### src/rtl/app_ctrl_pkg.sv
// Shared types and helpers for the application controller.
//   state_e  : controller FSM states
//   mode_e   : LED pattern selection, latched when a run starts
//   cnt_width: bits needed to hold the values 0..max_val (never less than 1)
package app_ctrl_pkg;

  typedef enum logic {
    IDLE    = 1'b0,
    RUNNING = 1'b1
  } state_e;

  typedef enum logic [1:0] {
    MODE_SOLID = 2'd0,
    MODE_BLINK = 2'd1,
    MODE_CHASE = 2'd2,
    MODE_COUNT = 2'd3
  } mode_e;

  function automatic int cnt_width(input int max_val);
    return (max_val < 2) ? 1 : $clog2(max_val + 1);
  endfunction

endpackage

### src/rtl/go_debouncer.sv
// Push-button front end: 2-flop synchroniser, debounce counter and a
// one-cycle pulse on each rising edge of the debounced level.
// The block is generic and can be reused for any other shell button.
//   clock    : system clock
//   reset    : synchronous, active-high
//   button   : raw asynchronous button level
//   go_pulse : registered one-cycle pulse on each debounced rising edge
module go_debouncer
  import app_ctrl_pkg::*;
#(
  parameter int DEBOUNCE_CYCLES = 1_000_000
) (
  input  logic clock,
  input  logic reset,
  input  logic button,
  output logic go_pulse
);

  localparam int            CW       = cnt_width(DEBOUNCE_CYCLES - 1);
  localparam logic [CW-1:0] CNT_LAST = CW'(DEBOUNCE_CYCLES - 1);

  logic          sync1;
  logic          sync2;
  logic          level;
  logic          level_q;
  logic [CW-1:0] cnt;

  // The counter only advances while the synchronised input disagrees with
  // the debounced level, so any agreeing sample restarts the wait.
  always_ff @(posedge clock) begin
    if (reset) begin
      sync1    <= 1'b0;
      sync2    <= 1'b0;
      level    <= 1'b0;
      level_q  <= 1'b0;
      go_pulse <= 1'b0;
      cnt      <= '0;
    end else begin
      sync1    <= button;
      sync2    <= sync1;
      level_q  <= level;
      go_pulse <= level & ~level_q;
      if (sync2 == level) begin
        cnt <= '0;
      end else if (cnt == CNT_LAST) begin
        level <= ~level;
        cnt   <= '0;
      end else begin
        cnt <= cnt + 1'b1;
      end
    end
  end

endmodule

### src/rtl/application_controller.sv
// Application start/stop controller with an LED pattern generator.
// A debounced "go" press starts a run; the stop level, or the optional
// run timeout, ends it. While running, the LED bank shows one of four
// patterns that advance once per prescaler tick.
//   clock, reset       : system clock, synchronous active-high reset
//   application_go     : raw push button (debounced internally)
//   application_stop   : stop request level (synchronised, not debounced)
//   mode               : pattern select, sampled on run start
//   application_active : high while RUNNING
//   leds               : LED drive, zero when IDLE
//   run_done           : one-cycle pulse when a run times out
module application_controller
  import app_ctrl_pkg::*;
#(
  parameter int NUM_LEDS        = 4,
  parameter int DEBOUNCE_CYCLES = 1_000_000,
  parameter int TICK_CYCLES     = 12_500_000,
  parameter int RUN_TICKS       = 0
) (
  input  logic                clock,
  input  logic                reset,
  input  logic                application_go,
  input  logic                application_stop,
  input  logic [1:0]          mode,
  output logic                application_active,
  output logic [NUM_LEDS-1:0] leds,
  output logic                run_done
);

  localparam int            PW         = cnt_width(TICK_CYCLES - 1);
  localparam int            TW         = cnt_width(RUN_TICKS);
  localparam logic [PW-1:0] PRESC_LAST = PW'(TICK_CYCLES - 1);
  localparam logic [TW-1:0] TICK_LAST  = TW'((RUN_TICKS == 0) ? 0 : RUN_TICKS - 1);
  localparam logic [TW-1:0] TICK_MAX   = TW'(RUN_TICKS);

  function automatic logic [NUM_LEDS-1:0] init_pattern(input mode_e m);
    case (m)
      MODE_CHASE, MODE_COUNT: init_pattern = NUM_LEDS'(1);
      default:                init_pattern = '1;
    endcase
  endfunction

  function automatic logic [NUM_LEDS-1:0] next_pattern(input mode_e m,
                                                       input logic [NUM_LEDS-1:0] p);
    case (m)
      MODE_BLINK: next_pattern = ~p;
      MODE_CHASE: next_pattern = {p[NUM_LEDS-2:0], p[NUM_LEDS-1]};
      MODE_COUNT: next_pattern = p + 1'b1;
      default:    next_pattern = p;
    endcase
  endfunction

  logic go_pulse;
  logic stop_meta;
  logic stop_s;

  go_debouncer #(
    .DEBOUNCE_CYCLES(DEBOUNCE_CYCLES)
  ) u_go_debouncer (
    .clock   (clock),
    .reset   (reset),
    .button  (application_go),
    .go_pulse(go_pulse)
  );

  state_e              state_q,   state_n;
  mode_e               mode_q,    mode_n;
  logic [PW-1:0]       presc_q,   presc_n;
  logic [TW-1:0]       tick_q,    tick_n;
  logic [NUM_LEDS-1:0] pattern_q, pattern_n;
  logic [NUM_LEDS-1:0] leds_n;
  logic                done_n;
  logic                tick;
  logic                expire;

  assign tick               = (presc_q == PRESC_LAST);
  assign expire             = (RUN_TICKS != 0) && tick && (tick_q == TICK_LAST);
  assign application_active = (state_q == RUNNING);

  always_comb begin
    state_n   = state_q;
    mode_n    = mode_q;
    presc_n   = presc_q;
    tick_n    = tick_q;
    pattern_n = pattern_q;
    done_n    = 1'b0;
    unique case (state_q)
      IDLE: begin
        if (go_pulse && !stop_s) begin
          state_n   = RUNNING;
          mode_n    = mode_e'(mode);
          presc_n   = '0;
          tick_n    = '0;
          pattern_n = init_pattern(mode_e'(mode));
        end
      end
      RUNNING: begin
        // Stop is checked first so it wins over a coinciding timeout.
        if (stop_s) begin
          state_n = IDLE;
        end else if (expire) begin
          state_n = IDLE;
          done_n  = 1'b1;
        end else begin
          presc_n = tick ? '0 : presc_q + 1'b1;
          if (tick) begin
            if (tick_q != TICK_MAX) tick_n = tick_q + 1'b1;
            pattern_n = next_pattern(mode_q, pattern_q);
          end
        end
      end
      default: state_n = IDLE;
    endcase
    leds_n = (state_n == RUNNING) ? pattern_n : '0;
  end

  always_ff @(posedge clock) begin
    if (reset) begin
      stop_meta <= 1'b0;
      stop_s    <= 1'b0;
      state_q   <= IDLE;
      mode_q    <= MODE_SOLID;
      presc_q   <= '0;
      tick_q    <= '0;
      pattern_q <= '0;
      leds      <= '0;
      run_done  <= 1'b0;
    end else begin
      stop_meta <= application_stop;
      stop_s    <= stop_meta;
      state_q   <= state_n;
      mode_q    <= mode_n;
      presc_q   <= presc_n;
      tick_q    <= tick_n;
      pattern_q <= pattern_n;
      leds      <= leds_n;
      run_done  <= done_n;
    end
  end

endmodule

### config.mk
export PLATFORM = sky130hd
export DESIGN_NAME = application_controller
export DESIGN_NICKNAME = d
export VERILOG_FILES = /design/src/rtl/app_ctrl_pkg.sv /design/src/rtl/go_debouncer.sv /design/src/rtl/application_controller.sv
export SDC_FILE = /design/constraint.sdc
export NUM_CORES = 1
export LEC_CHECK = 0
export CAP_MARGIN = 20
export CORE_MARGIN = 2
export CORE_UTILIZATION = 50
export CTS_CLUSTER_SIZE = 16
export DETAILED_ROUTE_END_ITERATION = 7
export PLACE_DENSITY_LB_ADDON = 0.3
export SYNTH_ARGS = -nofsm -noshare
export SYNTH_HDL_FRONTEND = slang
export SYNTH_SLANG_ARGS = --single-unit
### constraint.sdc
create_clock -name clock -period 4.65 [get_ports clock]
set_clock_uncertainty 0.1 [all_clocks]
set_input_delay 1.395 -clock clock [delete_from_list [all_inputs] [get_ports clock]]
set_output_delay 1.395 -clock clock [all_outputs]
set_load 0.01 [all_outputs]
## Word-level counts from Yosys, hierarchy flattened

Cells that the tools add are included.

- Flip-flop bits (word level): 62
- Word-level logic and storage cells: 54

- Reduce and logical (&&, ||, !) cells: 8
- Add/subtract/negate cells: 3
- Multiplexer cells: 13
- Equal/unequal tests: 10
- Bitwise operators: 7

Operators with widths:

| cell | number |
|---|---|
| $mux 24 | 3 |
| $pmux 24 s2 | 1 |
| $add 24x1->24 const B | 1 |
| $eq 24x24->1 const B | 1 |
| $add 20x1->20 const B | 1 |
| $eq 20x20->1 const B | 1 |
| $mux 4 | 4 |
| $pmux 4 s3 | 1 |
| $eq 2x2->1 const B | 4 |
| $pmux 4 s2 | 1 |
| $reduce_and 2->1 | 3 |
| $not 1->1 | 5 |
| $add 4x1->4 const B | 1 |
| $ne 2x2->1 const B | 2 |
| $not 4->4 | 1 |
| $reduce_or 2->1 | 2 |
| $reduce_or 3->1 | 1 |
| $eq 2x1->1 const B | 1 |
| $mux 1 | 2 |
| $pmux 1 s2 | 1 |
| $and 1x1->1 | 1 |
| $eq 1x1->1 | 1 |
| $logic_and 1x1->1 | 1 |
| $logic_not 1->1 | 1 |

## Depth between registers and ports, before layout

- Depth after elaboration: 6
- Gate-level depth with buffers: 7
- Mapped depth without buffers: 6

## Cells and area by module

From an unflattened synthesis, not the netlist that was laid out.

- Cell total of the unflattened synthesis: 381
- Area, all modules: 3130.5 um^2

By module, submodules not included:

| module | cells an instance | area an instance (um^2) | seq. area each (um^2) | instances |
|---|---|---|---|---|
| application_controller | 262 | 2063.2 | 740.7 | 1 |
| go_debouncer | 119 | 1067.3 | 500.5 | 1 |

## Least setup slack after synthesis

OpenSTA, ideal clock, no wires.

- Path type: reg2reg
- Start point: register presc_q[15]
- End point: register pattern_q[0]
- Path buffers: 1
- Path slack: 2.385 ns
- Clock period less this slack: 2.265 ns
- Data arrival time: 2.031 ns
- Stages on the path, launching flop included: 7
- Setup time: 0.134 ns
- Cells stage by stage: dfxtp_1 buf_2 or4b_1 or4_4 or4_1 a21oi_1 a211oi_1

- Cells in the longest elaborated chain, start to end: 4

Ends and longest elaborated chain:

| item | RTL line | source |
|---|---|---|
| start, declared | application_controller.sv:68 | `logic [PW-1:0] presc_q, presc_n;` |
| start signal, assigned | application_controller.sv:133 | `presc_q <= presc_n;` |
| $eq 24x24->1 | application_controller.sv:76 | `assign tick = (presc_q == PRESC_LAST);` |
| $mux 4 | application_controller.sv:106 | `if (tick) begin` |
| $mux 4 | application_controller.sv:99 | `if (stop_s) begin` |
| $pmux 4 s2 | application_controller.sv:87 | `unique case (state_q)` |
| end signal, assigned | application_controller.sv:135 | `pattern_q <= pattern_n;` |
| end, declared | application_controller.sv:70 | `logic [NUM_LEDS-1:0] pattern_q, pattern_n;` |

Every way passes these cells.
A chain may end at the register's enable or synchronous reset.

## Final worst setup path

- Start point: register state_q, in the netlist application_active
- End point: output port application_active

RTL lines:

| item | RTL line | source |
|---|---|---|
| start, declared | application_controller.sv:66 | `state_e state_q, state_n;` |
| start signal, assigned | application_controller.sv:131 | `state_q <= state_n;` |
| end, declared | application_controller.sv:25 | `output logic application_active,` |

No word-level cell between the ends.

==> impl_metrics.tcl <==
set metrics [dict create \
    outcome "complete, no violations" \
    synth_top_family_by_area "simple AND/OR/NAND/NOR gates" \
    area_growth_pct 9.84 \
    n_fill_cell 525 \
    endpoint_kind "primary output" \
    crit_arrival_ns 1.70 \
    grt_pass1_wl_microns 10100 \
    tns_ns 0 \
    hold_viol_final 0 \
    vias 2519 \
    path_clk_slew_ns 0.07 \
    insertion_delay_ns 0.35 \
    core_region_area_sq_mm 0.00589 \
    htree_num_levels 3 \
    path_class "reg2out" \
    cap_violations 0 \
    synth_cells 367 \
    p_int_uw 774 \
    ctsLongestPathBuffers 2 \
    synth_edf_count 0 \
    hp-class "reg2reg" \
    dieArea_sq_mm 0.00666 \
    ff2ff_path_depth 5 \
    pre_cts_ws_ns 1.51 \
    power_density_mw_per_mm2 298 \
    switchingPower_uw 213 \
    tightest_slew_ns 0.910 \
    startpoint_type "flip-flop" \
    numCtsBuffers 9 \
    clkPwrFrac_pct 44.4 \
    io_pins 12 \
    crit_chain "clkdlybuf4s50_1" \
    syn_area_per_cell_sq_um 8.21 \
    slew_viol_final 0 \
    reg2reg_setup_slack_ns 2.08 \
    seqPwrFrac_pct 54.1 \
    antenna_found_initial 0 \
    yosys.area.top_type "dfxtp_1" \
    yosys.area_share.simple_pct 33.3 \
    n_antenna_cell 0 \
    synth_top_area_share_pct 41.2 \
    p_sw_share_pct 21.6 \
    yosysWarnings 0 \
    cpLargestDelayFamily "flip-flops" \
    synth.cells.most_frequent "dfxtp_1, nor2_1, nand2_1" \
    critPathMaxFanout 19 \
    grt_pass1_vias 2265 \
    leakage_nw 1.04 \
    synth_nets 376 \
    routed_wirelength_microns 5940 \
    gp_congestion 0.873 \
    synth_cell_types 47 \
    postCtsHoldBufs 0 \
    layout_min_cycle_time_ns 3.19 \
    finalCritPeriodShare_pct 68.6 \
    drive_gt1_share_pct 5.65 \
    post_drt_wl_per_cell_microns 13.3 \
    crit_path_start "application_active" \
    slowest_stage "dfxtp_1" \
    pwr-share-comb_pct 1.5 \
    dieHeight_microns 81.6 \
    setup_viol 0 \
    cts_tree "yes" \
    rows 28 \
    synth_compound_area_share_pct 10.0 \
    synth_ff_type "dfxtp_1" \
    synthAdderAreaFrac_pct 1.25 \
    grt-ovfl-total 0 \
    peakVddDrop_mv 0.162 \
    hpwl_microns 4000 \
    slowest_delay_ns 0.70 \
    cp-endpoint "application_active" \
    rsz0062_at_grt "no" \
    synth-xor-area-share_pct 8.72 \
    synth_area_leaders "dfxtp_1, xor2_1, nor2_1" \
    post_cts_buffers 0 \
    timing.final.ws_setup_ns 1.46 \
    final_nets 376 \
    cts-root-buf "clkbuf_8" \
    ant_nets 0 \
    seq_area_frac_synth_pct 41.2 \
    regToRegEndpoint "presc_q[11]" \
    synthArstFlopShare_pct 0 \
    drc_errors 0 \
    timing.rr.start "presc_q[15]" \
    drt-initial-drc-count 121 \
    vias_per_cell 5.64 \
    port_buffers 10 \
    grt_start_max_net_pins 32 \
    yosysMostFrequentCell "dfxtp_1" \
    cts.sinks 62 \
    ys_seq_elements 62 \
    slew_headroom_pct 39.1 \
    grt_usage_pct 19.4 \
    initial_utilization_pct 51.2 \
    crit_buf_inv 1 \
    post_cts_resized 0 \
    cp.required_ns 3.15 \
    synth.area.mux_share_pct 1.04 \
    max_freq_ghz 0.313 \
    die_x_microns 81.6 \
    cp_num_cells 1 \
    syn-cell-area_sq_mm 0.00301 \
    drt_pre_antenna_iters 5 \
]
power groups by stage:
stage	clock network (mW)	logic, mW	registers (mW)
detailed placement	0	0.0149	0.546
CTS	0.450	0.0149	0.534
global placement	0	0.0148	0.546
global route	0.470	0.0159	0.535
floorplan	0	0.00962	0.545
finish	0.438	0.0146	0.535
layer usage:
metal | part of all wire (%) | up-vias | global-route usage, % | wire [microns]
li1 | - | 1308 | - | -
met1 | 51 | 1162 | 25.3 | 3020
met2 | 43 | 39 | 30.2 | 2560
met3 | 4.6 | 10 | 6.59 | 275
met4 | 1.3 | 0 | 6.50 | 77
met5 | 0 | - | 0 | 0
metrics by stage:
step	cells	instance area [sq um]	hold WS, ns	power, mW	utilization, %
floorplan	367	3010	0.267	0.555	-
global placement	430	3120	0.276	0.561	53.0
detailed placement	431	3120	0.283	0.561	53.1
CTS	447	3310	0.293	1.00	56.2
global route	447	3310	0.313	1.02	56.2
finish	447	3310	0.288	0.987	56.2
flip-flops by register name, indices dropped and copies added (netlist names):
name and cells:
leds 4, u_go_debouncer.level_q 1, u_go_debouncer.sync2 1, presc_q 24, stop_s 1, u_go_debouncer.cnt 20
u_go_debouncer.level 1, application_active 1, mode_q 2, stop_meta 1, u_go_debouncer.go_pulse 1, pattern_q 4
u_go_debouncer.sync1 1
logic make-up (layout without fill, tap and decap cells):
group	Yosys count	count (layout)
mux	3	3
fa+ha+maj	3	3
xor+xnor	30	30
other cells	1	1
buf+inv	31	36
simple gates	190	190
flops	62	62
compound gates	47	47
cells in the final DEF, fill, tap and decap left out, types with 4 or more instances in the layout:
cell type	count
clkbuf_8	12
xor2_1	21
nor3_1	12
or4_1	7
a31oi_1	7
and3_1	7
nand2b_1	4
a21oi_1	14
nand2_1	33
a211oi_1	6
nand4b_1	4
xnor2_1	9
inv_1	7
o21ai_0	5
nand3b_1	4
nor2b_1	8
dfxtp_1	62
nand4_1	15
nor4_1	7
nor2_1	45
clkdlybuf4s50_1	10
nand3_1	27
worst min-delay path by stage:
stage | start | end | cells after the start
floorplan | u_go_debouncer.level_q | u_go_debouncer.go_pulse | 1
global placement | u_go_debouncer.level_q | u_go_debouncer.go_pulse | 1
detailed placement | u_go_debouncer.level_q | u_go_debouncer.go_pulse | 1
CTS | u_go_debouncer.level_q | u_go_debouncer.go_pulse | 1
global route | u_go_debouncer.level_q | u_go_debouncer.go_pulse | 1
finish | u_go_debouncer.level_q | u_go_debouncer.go_pulse | 1
area by class of cell:
| type | count | area, sq um | share of cell area (%) |
|---|---|---|---|
| Tap cell | 75 | 93.8 | 2.84 |
| Clock buffer | 13 | 169 | 5.10 |
| Multi-Input combinational cell | 274 | 1640 | 49.6 |
| Sequential cell | 62 | 1240 | 37.5 |
| Clock inverter | 3 | 17.5 | 0.529 |
| Timing Repair Buffer | 13 | 120 | 3.63 |
| Inverter | 7 | 26.3 | 0.794 |
No activity file was read; power rests on OpenSTA's default activity.
